--- src/rtl/commutator_in_pkg.sv ---
// Shared radix-4 MDC FFT definitions: default word/frame sizes, lane count, clog2.
package commutator_in_pkg;

   localparam int unsigned WL_DEF = 16;
   localparam int unsigned N_DEF  = 16;
   localparam int unsigned LANES  = 4;

   // Ceiling log2; returns 0 for v <= 1
   function automatic int unsigned clog2(input int unsigned v);
      int unsigned r;
      int unsigned t;
      r = 0;
      t = 1;
      while (t < v) begin
         t = t << 1;
         r = r + 1;
      end
      return r;
   endfunction

endpackage

--- src/rtl/commutator_in_quarter_buffer.sv ---
// One quarter-frame sample store: synchronous write, asynchronous read.
module commutator_in_quarter_buffer #(
   parameter int unsigned WL = 16,
   parameter int unsigned AW = 2
) (
   input  logic            clk,
   input  logic            we,
   input  logic [AW-1:0]   waddr,
   input  logic [2*WL-1:0] wdata,
   input  logic [AW-1:0]   raddr,
   output logic [2*WL-1:0] rdata
);

   localparam int unsigned DEPTH = 1 << AW;

   logic [2*WL-1:0] mem_q [DEPTH];

   // Sample write; contents need no reset since every location is written before it is read
   always_ff @(posedge clk) begin
      if (we) begin
         mem_q[waddr] <= wdata;
      end
   end

   assign rdata = mem_q[raddr];

endmodule

--- src/rtl/commutator_in.sv ---
// Input commutator for the radix-4 MDC FFT: buffers quarters 0..2 of each frame and
// emits aligned quadruples x[m], x[m+N/4], x[m+N/2], x[m+3N/4] during quarter 3.
// Optional macro COMMUTATOR_IN_SYNC_EN adds the frame_start resynchronisation port.
module commutator_in
   import commutator_in_pkg::*;
#(
   parameter int unsigned WL = WL_DEF,
   parameter int unsigned N  = N_DEF
) (
   input  logic          clk,
   input  logic          rst,
   input  logic          Enable,
   input  logic [WL-1:0] in_r,
   input  logic [WL-1:0] in_i,
`ifdef COMMUTATOR_IN_SYNC_EN
   input  logic          frame_start,
`endif
   output logic [WL-1:0] out1_r,
   output logic [WL-1:0] out1_i,
   output logic [WL-1:0] out2_r,
   output logic [WL-1:0] out2_i,
   output logic [WL-1:0] out3_r,
   output logic [WL-1:0] out3_i,
   output logic [WL-1:0] out4_r,
   output logic [WL-1:0] out4_i,
   output logic          output_valid,
   output logic          frame_last
);

   localparam int unsigned CW  = clog2(N);
   localparam int unsigned Q   = N / 4;
   localparam int unsigned AW  = clog2(Q);
   localparam int unsigned AWI = (AW == 0) ? 1 : AW;
   localparam int unsigned NB  = LANES - 1;

   logic [CW-1:0]   cnt_q, cnt_d;
   logic [1:0]      quarter;
   logic [AWI-1:0]  addr;
   logic [AWI-1:0]  waddr;
   logic [2*WL-1:0] wdata;
   logic [NB-1:0]   we;
   logic [2*WL-1:0] rdata [NB];
   logic            sync;
   logic            rd_quad;

   logic [WL-1:0]   lane_r_q [LANES];
   logic [WL-1:0]   lane_i_q [LANES];
   logic            valid_q;
   logic            last_q;

`ifdef COMMUTATOR_IN_SYNC_EN
   assign sync = Enable && frame_start;
`else
   assign sync = 1'b0;
`endif

   assign quarter = cnt_q[CW-1 -: 2];
   assign addr    = AWI'(cnt_q & CW'(Q - 1));
   assign waddr   = sync ? '0 : addr;
   assign wdata   = {in_r, in_i};
   assign rd_quad = Enable && !sync && (quarter == 2'd3);

   // Buffer write strobes and sample counter next state; a synced sample lands at buf0[0]
   always_comb begin
      we    = '0;
      cnt_d = cnt_q;
      for (int unsigned k = 0; k < NB; k++) begin
         we[k] = Enable && (sync ? (k == 0) : (32'(quarter) == k));
      end
      if (Enable) begin
         cnt_d = sync ? CW'(1) : cnt_q + CW'(1);
      end
   end

   for (genvar g = 0; g < NB; g++) begin : g_buf
      commutator_in_quarter_buffer #(
         .WL (WL),
         .AW (AWI)
      ) u_buf (
         .clk   (clk),
         .we    (we[g]),
         .waddr (waddr),
         .wdata (wdata),
         .raddr (addr),
         .rdata (rdata[g])
      );
   end

   // Counter and registered lane outputs; lane 4 bypasses the buffers
   always_ff @(posedge clk or posedge rst) begin
      if (rst) begin
         cnt_q   <= '0;
         valid_q <= 1'b0;
         last_q  <= 1'b0;
         for (int k = 0; k < LANES; k++) begin
            lane_r_q[k] <= '0;
            lane_i_q[k] <= '0;
         end
      end else begin
         cnt_q   <= cnt_d;
         valid_q <= rd_quad;
         last_q  <= rd_quad && (addr == AWI'(Q - 1));
         if (rd_quad) begin
            for (int k = 0; k < NB; k++) begin
               lane_r_q[k] <= rdata[k][2*WL-1:WL];
               lane_i_q[k] <= rdata[k][WL-1:0];
            end
            lane_r_q[LANES-1] <= in_r;
            lane_i_q[LANES-1] <= in_i;
         end
      end
   end

   assign out1_r       = lane_r_q[0];
   assign out1_i       = lane_i_q[0];
   assign out2_r       = lane_r_q[1];
   assign out2_i       = lane_i_q[1];
   assign out3_r       = lane_r_q[2];
   assign out3_i       = lane_i_q[2];
   assign out4_r       = lane_r_q[3];
   assign out4_i       = lane_i_q[3];
   assign output_valid = valid_q;
   assign frame_last   = last_q;

endmodule

--- config.mk ---
export PLATFORM = sky130hd
export DESIGN_NAME = commutator_in
export DESIGN_NICKNAME = d
export VERILOG_FILES = /design/src/rtl/commutator_in_pkg.sv /design/src/rtl/commutator_in_quarter_buffer.sv /design/src/rtl/commutator_in.sv
export SDC_FILE = /design/constraint.sdc
export NUM_CORES = 1
export LEC_CHECK = 0
export ABC_AREA = 1
export ABC_CLOCK_PERIOD_IN_PS = 13500
export CORE_UTILIZATION = 50
export DETAILED_ROUTE_END_ITERATION = 8
export HOLD_SLACK_MARGIN = 0.05
export PLACE_DENSITY = 0.81
export SLEW_MARGIN = 20
export SYNTH_ARGS = -nofsm -noshare
export SYNTH_HDL_FRONTEND = slang
export SYNTH_HIERARCHICAL = 1
export SYNTH_SLANG_ARGS = --single-unit
--- constraint.sdc ---
create_clock -name clk -period 13.5 [get_ports clk]
set_clock_uncertainty 0.15 [all_clocks]
set_input_delay 2.025 -clock clk [delete_from_list [all_inputs] [get_ports clk]]
set_output_delay 2.025 -clock clk [all_outputs]
set_load 0.005 [all_outputs]
==> metrics, run 1 <==
Final Non-Filler Cells 2822; Worst-Margin Slew 1100 ps; postcts setup bufs 0; Syn Inst Count 2097; crit-path max FO 99; complex-gate fraction of the synthesized area 0.0234%; post-CTS sizing 0; Finish-stage setup viols 0; Layout Utilization 59.3%; TritonCTS Sinks 518; Synth Area in Adders 0.0586%; status finished, final reports clean; hold buffers post-CTS 0; Longest Clk Path Bufs 3; global-route wire length before repair 74.5 mm; Post-Synth XOR/XNOR Area 0.0820%; register area share after synthesis 69.7%; post-route minimum period 4570 ps; number of synthesized flops with an enable pin 384; port bufs 164; Post-Synth Simple-Gate Area 20.2%; Pleak 11.6 nW; Final ANT Viol Nets 0; WP data required 13850 ps; Worst slew margin 26.4%; Via Count 14172; Die Span X 209 um; top cell type's share of synthesized area 54.0%; CTS tree built; Hold Path Class reg2reg; ys async rst share 25.9%; initial antenna violation count 0; Clock Latency Late Sink 570 ps; main combinational cell family by area after synthesis simple AND/OR/NAND/NOR gates; setup TNS 0 ps; vias in the first global route 14513; worst slack, placed 8330 ps; Rows 75; Routed WL 47.2 mm; RSZ-0062 raised after global routing false; pin count of the biggest net entering global routing 100; Vias/cell 5.02; hpwl dp 28.4 mm; Die Area 43600 um2; routed len/inst 16.7 um; RD Place Congestion 0.774; final net count 2278; most frequent cell after synthesis nand2_1; Pwr Total 5.12 mW; FF+latch count, synth 518; peak supply drop 103 uV; grt ovf 0; fin. max-slew vios 0; TritonCTS Buffers 49; n_diodes 0; DRT iter0 DRCs 1311; CTS root buf clkbuf_16; warnings from Yosys 6; Final Hold Fails 0; metal1 wirelength 19.5 mm; syn nets 2133; startpoint class of the critical path input pin; Cell variety after synth 16; Setup WS post-layout 8930 ps; Synth top cells by count nand2_1 (872), inv_1 (401), edfxtp_1 (384); Top Metal Used met4; mux cell area share after synthesis 0%; synthesis-to-layout area growth 16.6%; Worst-path clk slew 70 ps; syn avg cell area 10.2 um2; layout cells sized above 1 5.04%; number of detailed-route iterations in the first pass 6; area of the mapped netlist 21400 um2; total track usage 21.9%; H-tree depth 2; Max Freq 219 MHz; pwr/cell area 205 nW/um2; Synth Flop Type edfxtp_1; initial core utilization 50.8%; WL met3 3.44 mm; # DRC 0; num ports 165; top cells by area, synth edfxtp_1 (54%), dfrtp_1 (16%), nand2_1 (15%), inv_1 (7.0%), nand3_1 (4.5%); period utilization 33.9%; Max-Cap Viols 0; placed inst area 23300 um2; Final Cell Area 24900 um2; placed cell count 2730; Worst EP arrival 4920 ps; worst hold slack 329 ps; dominant cell type by area after synthesis edfxtp_1; CP Class in2reg; die height 209 um; endpoint class of the critical path register; core area 42000 um2; routed wl met2 22.6 mm
## flip-flops by register name (all words and copies together), names as in the netlist, 4 cells and up
signal and flops:
g_buf.u_buf/mem_q 384, out1_i 16, out4_i 16, out2_i 16
cnt_q 4, out1_r 16, out3_r 16, out2_r 16
out3_i 16, out4_r 16
## power breakdown
part           internal, mW  switching [mW]
Clock                 0.793           0.575
Sequential             2.02           0.196
Combinational         0.613           0.920
Total                  3.43            1.69
## worst max-delay path, cell delays in order
cell and delay [ps]:
clkdlybuf4s50_1 640, nand3_4 530, inv_4 510, buf_4 890, nand2_1 150, nand2_1 110
## worst paths after layout
kind | from | slack [ps] | to | depth (start not counted)
max in group asynchronous | rst | 9960 | cnt_q[1] | 3
min | out1_i[10] | 330 | out1_i[10] | 2
max reg2reg | cnt_q[0] | 9470 | out3_i[9] | 8
min reg2reg | out1_i[10] | 330 | out1_i[10] | 2
max | Enable | 8930 | out3_i[4] | 6
min in group asynchronous | rst | 1770 | out1_r[10] | 2
## area by class of cell
type,count,area [um2]
inverter,405,1530
multi-input combinational,1086,4430
tap,539,674
fill,3203,17100
sequential,518,14900
clock buffer,63,1370
timing repair buffer,182,1780
clock inverter,29,241
## routing by layer
layer,up-vias,GRT usage (%)
met4,0,8.67
met5,-,0
met2,517,36.6
met1,6785,28.4
met3,102,3.91
li1,6768,-
## cells in the final DEF (no fill, tap or decap)
cell type        Yosys  final
inv_2                4      3
xor2_1               2      2
inv_1              401    397
ha_1                 1      1
clkinvlp_4           0      2
clkdlybuf4s50_1      0    164
edfxtp_1           384    384
nor2_1               3      3
o21ai_0              1      1
inv_6                0      2
inv_4                0      1
dfrtp_4              0      2
clkinv_2             0     14
nand2_1            872    872
nand3_1            192    192
buf_4               15     18
clkinv_1             0     11
clkbuf_1             7      7
dfrtp_1            134    132
nand3_4              0      1
bufinv_16            0      4
nor3_2               0     12
nor3_1              14      2
clkbuf_8             0      5
clkbuf_16            0     51
## logic make-up after synthesis
group                    Yosys count
flip-flops                       518
buffers and inverters            493
AO/OA/AOI/OAI                      1
XOR/XNOR                           2
AND/OR/NAND/NOR                 1082
adder cells (fa/ha/maj)            1
Note: power is estimated with default switching activity, not from simulation.
==> inputs of run 2 (changes only) <==
--- a/config.mk
+++ b/config.mk
@@ -6,11 +6,11 @@
 export NUM_CORES = 1
 export LEC_CHECK = 0
 export ABC_AREA = 1
-export ABC_CLOCK_PERIOD_IN_PS = 13500
+export ABC_CLOCK_PERIOD_IN_PS = 4100
 export CORE_UTILIZATION = 50
 export DETAILED_ROUTE_END_ITERATION = 8
 export HOLD_SLACK_MARGIN = 0.05
-export PLACE_DENSITY = 0.81
+export PLACE_DENSITY = 0.84
 export SLEW_MARGIN = 20
 export SYNTH_ARGS = -nofsm -noshare
 export SYNTH_HDL_FRONTEND = slang
==> constraint.sdc (replaced) <==
create_clock -name clk -period 4.1 [get_ports clk]
set_clock_uncertainty 0.15 [all_clocks]
set_input_delay 0.615 -clock clk [delete_from_list [all_inputs] [get_ports clk]]
set_output_delay 0.615 -clock clk [all_outputs]
set_load 0.005 [all_outputs]
==> run 2 against run 1 <==
Effect of this change:
- utilization grew 0.16 points
- design area grew 0.27%
- sequential share of layout area shrank 0.16 points
- critical path depth shrank 1
- first-iteration DRC count grew 11%
- clock power grew to 3.3 times the previous value
- critical path type is now reg2reg
==> metrics, run 2 (synthesis gave the netlist of run 1 again) <==
status finished, final reports clean; worst slack, placed 984 ps; Final Cell Area 25000 um2; Max-Cap Viols 0; layout cells sized above 1 5.10%; DRT iter0 DRCs 1456; pin count of the biggest net entering global routing 135; max reg flops 384; Final Non-Filler Cells 2833; startpoint class of the critical path register; endpoint class of the critical path register; initial antenna violation count 1; setup TNS 0 ps; Clock Latency Late Sink 570 ps; hold buffers post-CTS 0; WP data required 4400 ps; delay-heaviest family, CP buffers and inverters; Reg with most FFs g_buf.u_buf/mem_q; synthesis-to-layout area growth 16.9%; Via Count 14568; Longest Clk Path Bufs 3; routed len/inst 17.4 um; peak supply drop 366 uV; Final ANT Viol Nets 0; Hold Path Class reg2reg; Routed WL 49.2 mm; H-tree depth 2; Finish-stage setup viols 0; Rows 75; Die Span X 209 um; die height 209 um; postcts setup bufs 0; hpwl dp 29.4 mm; worst-path cell chain clkinv_1 > nand3_1 > nand2_1 > nand2_1 > nand2_1; Worst slew margin 28.0%; crit-path max FO 64; Worst-Margin Slew 1070 ps; Setup WS post-layout 1020 ps; Max Freq 325 MHz; core area 42000 um2; CTS root buf clkbuf_16; Die Area 43600 um2; period utilization 75.1%; CP peak stage delay 1110 ps; number of detailed-route iterations in the first pass 5; # DRC 0; commonest non-fill, non-tap cell in the layout nand2_1; Worst EP arrival 3380 ps; Critical path buffers and inverters 1; TritonCTS Sinks 518; final net count 2288; pwr/cell area 677 nW/um2; grt ovf 0; Worst path slowest cell clkinv_1; initial core utilization 50.8%; Vias/cell 5.14; Pwr Total 16.9 mW; placed cell count 2739; RD Place Congestion 0.777; Worst-path clk slew 60 ps; RSZ-0062 raised after global routing false; most frequent cells in the layout nand2_1 (872), inv_1 (397), edfxtp_1 (384); CP Class reg2reg; TritonCTS Buffers 50; post-CTS sizing 0; Pleak 11.6 nW; Final Hold Fails 0; total track usage 22.5%; fin. max-slew vios 0; post-route minimum period 3080 ps; CTS tree built; global-route wire length before repair 76.9 mm; Top cell by count, worst path nand2_1; vias in the first global route 14694; placed inst area 23400 um2; num ports 165; port bufs 164
run 2: changes by cell type in the layout (fill, tap and decap cells not counted), sizes merged:
cell and delta:
inv -1, buf +9, clkinvlp +1, clkinv -5
clkbuf +6, diode +1
run 2: routing by layer:
layer | up-vias | GRT usage, % | part of all wire (%) | routed length [um]
met3 | 101 | 3.77 | 8.6 | 4220
met1 | 6989 | 28.6 | 39 | 19000
met2 | 696 | 38.9 | 50 | 24600
met4 | 2 | 8.27 | 2.6 | 1270
met5 | - | 0 | 0.020 | 10
li1 | 6780 | - | - | -
run 2: power by group:
part	switching (mW)	leakage, nW	internal (mW)
clock network	1.89	0.773	2.60
logic	3.02	5.66	2.04
registers	0.706	5.16	6.65
run 2: worst register-to-register path, delay by kind of cell, from the launching register on:
kind / cells / cell delay, ps
buffers and inverters: 1 / 1130
DFF: 1 / 1000
and+or+nand+nor: 4 / 690
run 2: final cells by class:
class | instances | area [um2]
fillers | 3154 | 17100
clock buffers | 69 | 1370
multi-input cells | 1086 | 4430
flip-flops and latches | 518 | 14900
diodes | 1 | 2.50
inverters | 405 | 1530
well taps | 539 | 674
clock inverters | 24 | 224
repair buffers | 191 | 1860
run 2: metrics by stage:
stage               utilization [%]  hold WS [ps]
floorplan                         -           322
global placement               55.6           314
detailed placement             55.6           314
CTS                            59.4           330
global route                   59.4           351
finish                         59.4           325
run 2: worst paths after layout:
check	from	endpoint	slack [ps]	cells after the start
min in group asynchronous	rst	output_valid	460	3
min reg2reg	out1_i[11]	out1_i[11]	320	2
max reg2reg	cnt_q[1]	out3_r[5]	1020	5
min	out1_i[11]	out1_i[11]	320	2
max	cnt_q[1]	out3_r[5]	1020	5
max in group asynchronous	rst	out3_r[0]	2740	3
==> inputs of run 3 (changes only) <==
--- a/config.mk
+++ b/config.mk
@@ -6,11 +6,11 @@
 export NUM_CORES = 1
 export LEC_CHECK = 0
 export ABC_AREA = 1
-export ABC_CLOCK_PERIOD_IN_PS = 4100
+export ABC_CLOCK_PERIOD_IN_PS = 3100
 export CORE_UTILIZATION = 50
 export DETAILED_ROUTE_END_ITERATION = 8
 export HOLD_SLACK_MARGIN = 0.05
-export PLACE_DENSITY = 0.84
+export PLACE_DENSITY = 0.81
 export SLEW_MARGIN = 20
 export SYNTH_ARGS = -nofsm -noshare
 export SYNTH_HDL_FRONTEND = slang
==> constraint.sdc (replaced) <==
create_clock -name clk -period 3.1 [get_ports clk]
set_clock_uncertainty 0.15 [all_clocks]
set_input_delay 0.465 -clock clk [delete_from_list [all_inputs] [get_ports clk]]
set_output_delay 0.465 -clock clk [all_outputs]
set_load 0.005 [all_outputs]
==> run 3 against run 2 <==
Effect of this change:
- worst setup slack worse by 570 ps
- first-iteration DRC count fell by 13%
- count of clock-buffer cells in the layout decreased by 10
- sequential power grew 31%
- sequential share of layout area decreased by 0.94 points
- clock power grew 43%
- largest power group unchanged
- register-to-register slack got worse by 570 ps
- routed wire length shrank 0.97%
- combinational power up 36%
- hold slack lost 63 ps
- die area unchanged
==> metrics, run 3 (synthesis gave the netlist of run 1 again) <==
reg2reg path depth 5; Max-Cap Viols 0; area of the multi-input gates 4430 um2; global-route wire length before repair 76.6 mm; Final Hold Fails 0; CP Class reg2reg; R2R Path End out1_i[13]; Die Area 43600 um2; worst slack, placed 253 ps; WP data required 3410 ps; Switch Pwr 7.50 mW; max reg flops 384; Final ANT Viol Nets 0; Vias/cell 5.08; Longest Clk Path Bufs 3; pin count of the biggest net entering global routing 130; H-tree depth 2; Worst slew margin 26.3%; post-CTS sizing 0; Pwr Total 22.9 mW; Flop pwr share 42.0%; fill cell count 3167; worst-path cell chain clkinv_1 > nand3_1 > nand2_1 > nand2_1 > nand2_1; period utilization 85.5%; vias in the first global route 14767; CP peak stage delay 1000 ps; Worst path slowest cell clkinv_1; number of detailed-route iterations in the first pass 5; Worst EP arrival 2960 ps; DRT iter0 DRCs 1264; Reg-to-Reg Start cnt_q[1]; Clock Latency Late Sink 570 ps; die height 209 um; Gate power share 30.0%; core area 42000 um2; worst hold slack 262 ps; RD Place Congestion 0.807; hpwl dp 30.2 mm; RSZ-0062 raised after global routing false; Finish-stage setup viols 0; layout cells sized above 1 6.08%; Worst-path clk slew 70 ps; Final Non-Filler Cells 2842; Via Count 14443; most frequent cells in the layout nand2_1 (872), inv_1 (399), edfxtp_1 (384); Internal Power 15.4 mW; placed cell count 2750; Reg with most FFs g_buf.u_buf/mem_q; Top cell by count, worst path nand2_1; Clock Power Share 28.0%; Worst-Margin Slew 1100 ps; Switching Fraction 32.7%; endpoint class of the critical path register; # DRC 0; Final Cell Area 25400 um2; peak supply drop 487 uV; TritonCTS Buffers 49; Die Span X 209 um; n_diodes 0; placed inst area 23600 um2; port bufs 164; hold buffers post-CTS 0; TritonCTS Sinks 518; routed len/inst 17.1 um; Rows 75; FF-to-FF setup slack 450 ps; pwr/cell area 904 nW/um2; fin. max-slew vios 0; post-route minimum period 2650 ps; postcts setup bufs 0; grt ovf 0; Max Freq 377 MHz; Pleak 11.8 nW; synthesis-to-layout area growth 18.8%; status finished, final reports clean; FF+latch area 14900 um2; Setup WS post-layout 449 ps; Routed WL 48.7 mm; CTS tree built; Hold Path Class in2async; CTS root buf clkbuf_16; final net count 2298; initial antenna violation count 1; startpoint class of the critical path register; num ports 165; commonest non-fill, non-tap cell in the layout nand2_1; total track usage 22.6%; crit-path max FO 36; initial core utilization 50.8%
[run 3: cell count changes in the layout (fill, tap and decap cells not counted), moves of 3 or more]
cell	before	now
buf_12	1	14
clkbuf_1	15	4
bufinv_16	4	8
clkinv_1	11	7
inv_6	1	4
[run 3: worst max-delay path, delay by kind of cell, from the launching register on]
kind,cells,cell delay [ps]
simple gates,4,680
buf+inv,1,1000
flops,1,720
[run 3: worst max path at each step]
stage	end	slack (ps)	startpoint	cells past startpoint
finish	out1_i[13]	450	cnt_q[1]	5
global route	out1_i[14]	330	cnt_q[1]	5
CTS	out2_i[0]	680	cnt_q[0]	7
detailed placement	g_buf[2].u_buf/mem_q[2][28]	250	Enable	6
global placement	g_buf[2].u_buf/mem_q[2][28]	360	Enable	6
floorplan	g_buf[0].u_buf/mem_q[1][0]	-510	cnt_q[0]	2
[run 3: layout make-up]
class                   count  area share [%]
flip-flops and latches    518            58.7
clock inverters            33            1.53
well taps                 539            2.66
inverters                 405            6.01
clock buffers              59            5.39
repair buffers            202            8.28
multi-input cells        1086            17.4
[run 3: power groups by stage]
stage / Combinational [mW] / Clock (mW) / Sequential, mW
CTS: 6.88 / 6.50 / 9.64
global placement: 6.52 / 0 / 9.73
detailed placement: 6.79 / 0 / 9.74
finish: 6.87 / 6.42 / 9.64
global route: 7.62 / 6.76 / 9.78
floorplan: 4.15 / 0 / 9.54
[run 3: stage by stage]
step	TNS, ps	util (%)
after floorplan	-181920	-
after global placement	0	56.2
after detailed placement	0	56.2
after CTS	0	60.4
after global routing	0	60.4
final	0	60.4
[run 3: per-layer routing]
| layer | up-vias | share of wire, % | global-route usage [%] |
|---|---|---|---|
| met5 | - | 0 | 0 |
| met4 | 0 | 2.6 | 7.12 |
| met3 | 98 | 7.0 | 3.29 |
| met2 | 604 | 49 | 38.4 |
| met1 | 6942 | 42 | 30.0 |
| li1 | 6799 | - | - |
